==> src/rtl/pll_rst_pkg.sv <==
// Shared types and defaults for the PLL reset sequencer.
package pll_rst_pkg;

  // Qualification states, in the order the sequencer walks through them.
  typedef enum logic [1:0] {
    StWaitLock,
    StStable,
    StHold,
    StRun
  } state_e;

  localparam int unsigned DefSyncStages       = 2;
  localparam int unsigned DefLockStableCycles = 1024;
  localparam int unsigned DefRstHoldCycles    = 16;
  localparam int unsigned DefCeDiv            = 2;

  // Width of the saturating lock-loss counter.
  localparam int unsigned LOCK_CNT_W = 8;

endpackage

==> src/rtl/pll_reset_sequencer_if.sv <==
// Signal bundle between the PLL/consumer side (master) and the sequencer (slave).
interface pll_reset_sequencer_if;
  import pll_rst_pkg::*;

  logic                  lock;
  logic                  sys_rst;
  logic                  ready;
  logic                  ce;
  logic [LOCK_CNT_W-1:0] lock_lost_cnt;

  modport master (
    output lock,
    input  sys_rst,
    input  ready,
    input  ce,
    input  lock_lost_cnt
  );

  modport slave (
    input  lock,
    output sys_rst,
    output ready,
    output ce,
    output lock_lost_cnt
  );

endinterface

==> src/rtl/lock_sync.sv <==
// N-stage synchronizer for the raw PLL lock, cleared by async active-high reset.
module lock_sync #(
  parameter int unsigned Stages = 2
) (
  input  logic clk_i,
  input  logic rst_i,
  input  logic d_i,
  output logic q_o
);

  logic [Stages-1:0] sync_q;

  // Shift the raw input through the flop chain.
  always_ff @(posedge clk_i or posedge rst_i) begin
    if (rst_i) begin
      sync_q <= '0;
    end else begin
      sync_q <= {sync_q[Stages-2:0], d_i};
    end
  end

  assign q_o = sync_q[Stages-1];

endmodule

==> src/rtl/pll_reset_sequencer.sv <==
// PLL reset sequencer: qualifies a synchronized lock for LOCK_STABLE_CYCLES, holds
// reset RST_HOLD_CYCLES more, then releases sys_rst and raises ready.
// Optional feature macro: PLL_RST_CE_DIV_EN (divided clock-enable strobe in RUN);
// when undefined, ce simply mirrors ready.
module pll_reset_sequencer
  import pll_rst_pkg::*;
#(
  parameter int unsigned SYNC_STAGES        = DefSyncStages,
  parameter int unsigned LOCK_STABLE_CYCLES = DefLockStableCycles,
  parameter int unsigned RST_HOLD_CYCLES    = DefRstHoldCycles,
  parameter int unsigned CE_DIV             = DefCeDiv
) (
  input logic                  clk,
  input logic                  rst,
  pll_reset_sequencer_if.slave pll_if
);

  localparam int unsigned CntMax = (LOCK_STABLE_CYCLES > RST_HOLD_CYCLES) ?
                                   LOCK_STABLE_CYCLES : RST_HOLD_CYCLES;
  localparam int unsigned CntW   = (CntMax > 1) ? $clog2(CntMax) : 1;
  localparam logic [CntW-1:0] StableLast = CntW'(LOCK_STABLE_CYCLES - 1);
  localparam logic [CntW-1:0] HoldLast   = CntW'(RST_HOLD_CYCLES - 1);

  // Reject illegal configurations at elaboration.
  if (SYNC_STAGES < 2) begin : g_bad_sync
    $error("SYNC_STAGES must be at least 2");
  end
  if (LOCK_STABLE_CYCLES < 1 || RST_HOLD_CYCLES < 1 || CE_DIV < 1) begin : g_bad_cycles
    $error("LOCK_STABLE_CYCLES, RST_HOLD_CYCLES and CE_DIV must be at least 1");
  end

  logic                  lock_s;
  state_e                state_q, state_d;
  logic [CntW-1:0]       cnt_q, cnt_d;
  logic [LOCK_CNT_W-1:0] lost_q, lost_d;
  logic                  sys_rst_q, sys_rst_d;
  logic                  ready_q, ready_d;

  lock_sync #(
    .Stages (SYNC_STAGES)
  ) u_lock_sync (
    .clk_i (clk),
    .rst_i (rst),
    .d_i   (pll_if.lock),
    .q_o   (lock_s)
  );

  // Next-state, qualification counter and lock-loss bookkeeping.
  always_comb begin
    state_d = state_q;
    cnt_d   = cnt_q;
    lost_d  = lost_q;
    unique case (state_q)
      StWaitLock: begin
        cnt_d = '0;
        if (lock_s) state_d = StStable;
      end
      StStable: begin
        if (!lock_s) begin
          state_d = StWaitLock;
          cnt_d   = '0;
        end else if (cnt_q == StableLast) begin
          state_d = StHold;
          cnt_d   = '0;
        end else begin
          cnt_d = cnt_q + CntW'(1);
        end
      end
      StHold: begin
        if (!lock_s) begin
          state_d = StWaitLock;
          cnt_d   = '0;
        end else if (cnt_q == HoldLast) begin
          state_d = StRun;
          cnt_d   = '0;
        end else begin
          cnt_d = cnt_q + CntW'(1);
        end
      end
      StRun: begin
        if (!lock_s) begin
          state_d = StWaitLock;
          if (lost_q != '1) lost_d = lost_q + LOCK_CNT_W'(1);
        end
      end
      default: state_d = StWaitLock;
    endcase
    // Outputs follow the next state so they switch on the same edge as the state.
    sys_rst_d = (state_d != StRun);
    ready_d   = (state_d == StRun);
  end

  // State, counters and registered outputs.
  always_ff @(posedge clk or posedge rst) begin
    if (rst) begin
      state_q   <= StWaitLock;
      cnt_q     <= '0;
      lost_q    <= '0;
      sys_rst_q <= 1'b1;
      ready_q   <= 1'b0;
    end else begin
      state_q   <= state_d;
      cnt_q     <= cnt_d;
      lost_q    <= lost_d;
      sys_rst_q <= sys_rst_d;
      ready_q   <= ready_d;
    end
  end

  assign pll_if.sys_rst       = sys_rst_q;
  assign pll_if.ready         = ready_q;
  assign pll_if.lock_lost_cnt = lost_q;

`ifdef PLL_RST_CE_DIV_EN
  localparam int unsigned DivW = $clog2(CE_DIV + 1);
  localparam logic [DivW-1:0] DivLast = DivW'(CE_DIV);

  // div holds the 1-based position of the coming RUN cycle within the CE period.
  logic [DivW-1:0] div_q, div_d;
  logic            ce_q, ce_d;

  // Divider restarts on RUN entry and is zeroed outside RUN.
  always_comb begin
    div_d = '0;
    if (state_d == StRun) begin
      if (state_q != StRun || div_q == DivLast) begin
        div_d = DivW'(1);
      end else begin
        div_d = div_q + DivW'(1);
      end
    end
    ce_d = (state_d == StRun) && (div_d == DivLast);
  end

  // Divider and strobe registers.
  always_ff @(posedge clk or posedge rst) begin
    if (rst) begin
      div_q <= '0;
      ce_q  <= 1'b0;
    end else begin
      div_q <= div_d;
      ce_q  <= ce_d;
    end
  end

  assign pll_if.ce = ce_q;
`else
  assign pll_if.ce = ready_q;
`endif

endmodule

==> src/flat_wrapper.sv <==
// flat-port wrapper written by rule: the top's interface ports become plain ports
module pll_reset_sequencer_flat import pll_rst_pkg::*;
#(
  parameter int unsigned SYNC_STAGES        = DefSyncStages,
  parameter int unsigned LOCK_STABLE_CYCLES = DefLockStableCycles,
  parameter int unsigned RST_HOLD_CYCLES    = DefRstHoldCycles,
  parameter int unsigned CE_DIV             = DefCeDiv
)
  (clk, rst, pll_if_lock, pll_if_sys_rst, pll_if_ready, pll_if_ce, pll_if_lock_lost_cnt);
  pll_reset_sequencer_if pll_if_i ();
  input logic clk;
  input logic rst;
  input wire logic [$bits(pll_if_i.lock)-1:0] pll_if_lock;
  output wire logic [$bits(pll_if_i.sys_rst)-1:0] pll_if_sys_rst;
  output wire logic [$bits(pll_if_i.ready)-1:0] pll_if_ready;
  output wire logic [$bits(pll_if_i.ce)-1:0] pll_if_ce;
  output wire logic [$bits(pll_if_i.lock_lost_cnt)-1:0] pll_if_lock_lost_cnt;
  assign pll_if_i.lock = pll_if_lock;
  assign pll_if_sys_rst = pll_if_i.sys_rst;
  assign pll_if_ready = pll_if_i.ready;
  assign pll_if_ce = pll_if_i.ce;
  assign pll_if_lock_lost_cnt = pll_if_i.lock_lost_cnt;
  pll_reset_sequencer #(.SYNC_STAGES(SYNC_STAGES), .LOCK_STABLE_CYCLES(LOCK_STABLE_CYCLES), .RST_HOLD_CYCLES(RST_HOLD_CYCLES), .CE_DIV(CE_DIV)) u_core (.clk(clk), .rst(rst), .pll_if(pll_if_i));
endmodule
==> config.mk <==
export PLATFORM = sky130hd
export DESIGN_NAME = pll_reset_sequencer_flat
export DESIGN_NICKNAME = d
export VERILOG_FILES = /design/src/rtl/pll_rst_pkg.sv /design/src/rtl/pll_reset_sequencer_if.sv /design/src/rtl/lock_sync.sv /design/src/rtl/pll_reset_sequencer.sv /design/src/flat_wrapper.sv
export SDC_FILE = /design/constraint.sdc
export NUM_CORES = 1
export LEC_CHECK = 0
export CAP_MARGIN = 20
export CORE_UTILIZATION = 42
export DETAILED_ROUTE_END_ITERATION = 10
export SYNTH_ARGS = -nofsm -noshare
export SYNTH_HDL_FRONTEND = slang
export SYNTH_SLANG_ARGS = --single-unit
==> constraint.sdc <==
create_clock -name clk -period 3.16 [get_ports clk]
set_input_delay 0.316 -clock clk [delete_from_list [all_inputs] [get_ports clk]]
set_output_delay 0.316 -clock clk [all_outputs]
set_load 0.1 [all_outputs]
# Yosys cells after proc, flatten, opt, wreduce, memory -nomap -nowiden
# Index checks and enable logic that the tools add are counted.
[totals] regBits=24 out_inout_bits=11 wordCells=32
[classes] addsub=2 eq_ne=8 muxes=12 bitwise_logic=1 reduce_logical=3
[ops] op="10-bit 2-to-1 mux" count=4
[ops] op="10-bit one-hot mux with 3 select lines" count=1
[ops] op="2-bit 2-to-1 mux" count=6
[ops] op="10-bit by 1-bit adder with 10-bit output (second input constant)" count=1
[ops] op="10-bit equality test (second input constant)" count=1
[ops] op="10-bit by 4-bit equality test with 1-bit output (second input constant)" count=1
[ops] op="8-bit by 1-bit adder with 8-bit output (second input constant)" count=1
[ops] op="8-bit inequality test (second input constant)" count=1
[ops] op="2-bit one-hot mux with 4 select lines" count=1
[ops] op="2-bit equality test (second input constant)" count=3
[ops] op="3-bit AND reduction" count=1
[ops] op="3-bit nonzero test" count=1
[ops] op="2-bit by 1-bit equality test with 1-bit output (second input constant)" count=1
[ops] op="2-bit zero test" count=1
[ops] op="2-bit inequality test (second input constant)" count=1
[ops] op="1-bit inverter" count=1

# Depth between registers and ports, before layout
[logic_depth] ltp_word=5 ltp_mapped=8 mapped_depth_nobuf=7

# Cells and area by module
# A second synthesis with hierarchy kept.
[unflattened] hier_cells=132 area_unflattened_um2=1288.7
[modules_own_cells] module="pll_reset_sequencer" n_inst=1 cells_each=129 area_each_um2=1234.9
[modules_own_cells] module="lock_sync" n_inst=1 cells_each=3 area_each_um2=53.8

# Least setup slack after synthesis
# Ideal clock, no wire load.
[synth_path] kind="register -> register" from="register u_core.lost_q[0] (netlist: u_core.pll_if.lock_lost_cnt[0])" to="register u_core.lost_q[5] (netlist: u_core.pll_if.lock_lost_cnt[5])" setup_time_ps=162 arrival_ps=2025 path_slack_ps=973 path_stages_with_launch=7 n_path_buf=0 period_less_slack_ps=2187 path_cell_list="dfrtp_1 ha_1 nand3_1 o211a_1 nand4_1 nor2_1 xor2_1"
[synth_between] elab_chain_len=2 word_cells_on_any_way=3
[synth_lines] element="from (decl)" line="pll_reset_sequencer.sv:35" text="logic [LOCK_CNT_W-1:0] lost_q, lost_d;"
[synth_lines] element="from (signal assigned)" line="pll_reset_sequencer.sv:104" text="lost_q <= lost_d;"
[synth_lines] element="branches (longest 2 deep; another with 8-bit by 1-bit adder with 8-bit output)"
# Parallel ways; which one is timed is not known.
# A chain may end at the register's enable or synchronous reset.

# Worst setup path after layout
[layout_path] from="register u_core.state_q[0]" to="register u_core.cnt_q[5]"
[layout_between] elab_chain_len=2 word_cells_on_any_way=5
[layout_lines] element="from (decl)" line="pll_reset_sequencer.sv:33" text="state_e state_q, state_d;"
[layout_lines] element="from (signal assigned)" line="pll_reset_sequencer.sv:96" text="state_q <= StWaitLock;"
[layout_lines] element="from (signal assigned)" line="pll_reset_sequencer.sv:102" text="state_q <= state_d;"
[layout_lines] element="2-bit equality test (tied with other cells)" line="pll_reset_sequencer.sv:53" text="unique case (state_q)"
[layout_lines] element="10-bit one-hot mux with 3 select lines / 3-bit nonzero test (equally long branches)"
[layout_lines] element="to (signal assigned)" line="pll_reset_sequencer.sv:103" text="cnt_q <= cnt_d;"
[layout_lines] element="to (decl)" line="pll_reset_sequencer.sv:34" text="logic [CntW-1:0] cnt_q, cnt_d;"
# Parallel ways exist; a longest one is shown, timed or not.

==> out/metrics.cfg <==
[status]
status = completed

[drt]
first_pass_iters = 4
finalWirelength_microns = 2220
dr_total_vias = 908
drc = 0
drt_iter0_drc = 34
ant_nets = 0
wire_per_inst_microns = 13.6
viasPerCell = 5.54

[synthesis]
ys_ff_latch = 24
ys.flop_type = dfrtp_1
ys_seq_area_share_pct = 48.7
synth_fp_nets = 128
async_flop_share_pct = 100
synth_xor_area_share_pct = 7.09
synth_most_common_cell = dfrtp_1
synth_top_family_by_area = simple AND/OR/NAND/NOR gates
synth_top_area_share_pct = 46.6
synth_commonest_cells = 23 x dfrtp_1, 11 x nand2_1, 8 x nor2_1, 7 x inv_1, 7 x nand4_1
synthAdderAreaFrac_pct = 6.07
synthCells = 119
synth_warnings = 0
synth_edf_count = 0
synthSimpleGateAreaFrac_pct = 20.1
ys_types = 32
synthMuxAreaShare_pct = 0.911
avgSynthCellArea_sq_um = 10.4
synth_top_area_cell = dfrtp_1
ys_top_cells_by_area = dfrtp_1 47%, ha_1 6.1%, nand4_1 3.5%
synth-compound-area-share_pct = 13.6
synth_area_sq_um = 1240

[worst_setup_path]
cp.arrival_ps = 2590
worst_setup_path_end_kind = flip-flop
startpoint = u_core.state_q[0]
critPathMaxFanout = 13
slowest_stage = o21ai_1
rr_startpoint = u_core.state_q[0]
r2r_setup_slack_ps = 810
start_kind = flip-flop
ff2ff_path_depth = 6
rr_endpoint = u_core.cnt_q[5]
path_cells = ha_1 -> inv_1 -> nand4_1 -> o21ai_1 -> o21ai_0 -> a31oi_1
required_ps = 3400
cp-endpoint = u_core.cnt_q[5]
worstSetupPathType = reg -> reg
max_stage_delay_ps = 700

[run]
cap_violations = 0

[place]
gp_congestion = 0.815
io_buffers = 13
post-dp-hpwl_microns = 1590

[clocking]
clockBufferDepth = 2
clkTransAtPathRegs_ps = 130
postCtsResizedCells = 0
cts.sinks = 24
clock-root-buffer = clkbuf_4
numCtsBuffers = 3
clkLatencyLatePin_ps = 310
post-cts-setup-buffers = 0
htreeDepth = 1
cts_hold_buf = 0
cts_tree = yes

[cells_and_area]
fillers = 258
syn2layout_area_growth_pct = 15.0
fin_util_pct = 51.1
layout.nets = 143
n_antenna_cell = 0
drive_gt1_share_pct = 8.27

[power]
p_leak_uw = 0.000660
p_per_area_nw_per_um2 = 425
irDropWorstVdd_v = 0.000272

[timing]
min_period_ps = 2350
setup_violations = 0
rsz0062_at_grt = false
slew_headroom_pct = 35.0
setup_tns_ps = 0
skew_ps = 1.00
fmax_ghz = 0.426
final-hold-violation-count = 0
worst_pin_slew_ps = 972
period_share_pct = 74.3
drv_slew = 0
whs_ps = 372

[grt]
track_usage_pct = 16.2
grt_start_max_net_pins = 25
antenna_found_initial = 0
grt_pass1_vias = 904
grt_pass1_wl_microns = 4050
overflow = 0

[min_path]
hold_path_class = reg -> reg
hold_start = u_core.u_lock_sync.sync_q[0]

[floorplanning]
initial_utilization_pct = 44.4
dieArea_sq_um = 3160
core_sq_um = 2780
rows = 19
ioPinCount = 14
fp.dieH_microns = 56.3
die_w_microns = 56.3

metal layers:
metal	vias to the layer above	share of wire (%)	GRT usage (%)
met5	-	0	0
met4	0	1.1	6.27
met3	4	2.1	2.07
met2	9	46	24.8
met1	442	51	23.4
li1	453	-	-
cells by family after synthesis:
| kind of cell | after synthesis |
|---|---|
| AND/OR/NAND/NOR | 44 |
| AO/OA/AOI/OAI | 24 |
| flip-flops | 24 |
| XOR/XNOR | 10 |
| buffers and inverters | 10 |
| adder cells (fa/ha/maj) | 6 |
| multiplexers | 1 |
layout make-up:
class	instances	area (sq um)	share of cell area, %
clock buffer	4	36.3	2.55
inverter	7	26.3	1.85
multi-input combinational	85	591	41.5
sequential	24	602	42.3
tap	31	38.8	2.73
timing repair buffer	13	128	8.98
report_power, final:
group	total [uW]	switching, uW	leakage [uW]	internal (uW)
registers	339	17.6	0.000325	321
clock network	159	89.1	0.0000210	70.3
logic	105	63.3	0.000314	42.0
total	604	170	0.000660	434
cells in the final DEF, fill, tap and decap left out, types with 5 or more instances in the layout:
cell type,n
a21oi_1,6
clkdlybuf4s50_1,12
dfrtp_1,23
ha_1,6
inv_1,7
nand2_1,11
nand4_1,7
nor2_1,8
xnor2_1,5
xor2_1,5
worst max-delay path: cells and delay by family (launching register included):
kind                     cells  cell delay [ps]
AO/OA/AOI/OAI                3             1110
adder cells (fa/ha/maj)      1              360
buffers and inverters        1              210
flip-flops                   1              450
AND/OR/NAND/NOR              1              160
through the flow:
step	worst slack [ps]	cells	instance area, sq um	total power, uW
after floorplan	973	119	1240	428
after global placement	964	160	1390	451
after detailed placement	830	160	1390	450
after CTS	786	164	1420	613
after global routing	517	164	1420	642
final	811	164	1420	604
how the worst min path moves through the flow:
| stage | to | slack [ps] | depth (start not counted) |
|---|---|---|---|
| final | u_core.u_lock_sync.sync_q[1] | 370 | 0 |
| after floorplan | u_core.cnt_q[0] | 330 | 1 |
| after global placement | u_core.u_lock_sync.sync_q[1] | 340 | 0 |
| after global routing | u_core.u_lock_sync.sync_q[1] | 390 | 0 |
| after CTS | u_core.u_lock_sync.sync_q[1] | 380 | 0 |
| after detailed placement | u_core.u_lock_sync.sync_q[1] | 340 | 0 |
sequential cells by signal, summed over array words and instances (netlist names):
| signal | flops |
|---|---|
| u_core.cnt_q | 10 |
| u_core.pll_if.ce | 1 |
| u_core.pll_if.lock_lost_cnt | 8 |
| u_core.pll_if.sys_rst | 1 |
| u_core.state_q | 2 |
| u_core.u_lock_sync.sync_q | 2 |
Power figures use the tool's default switching activity.
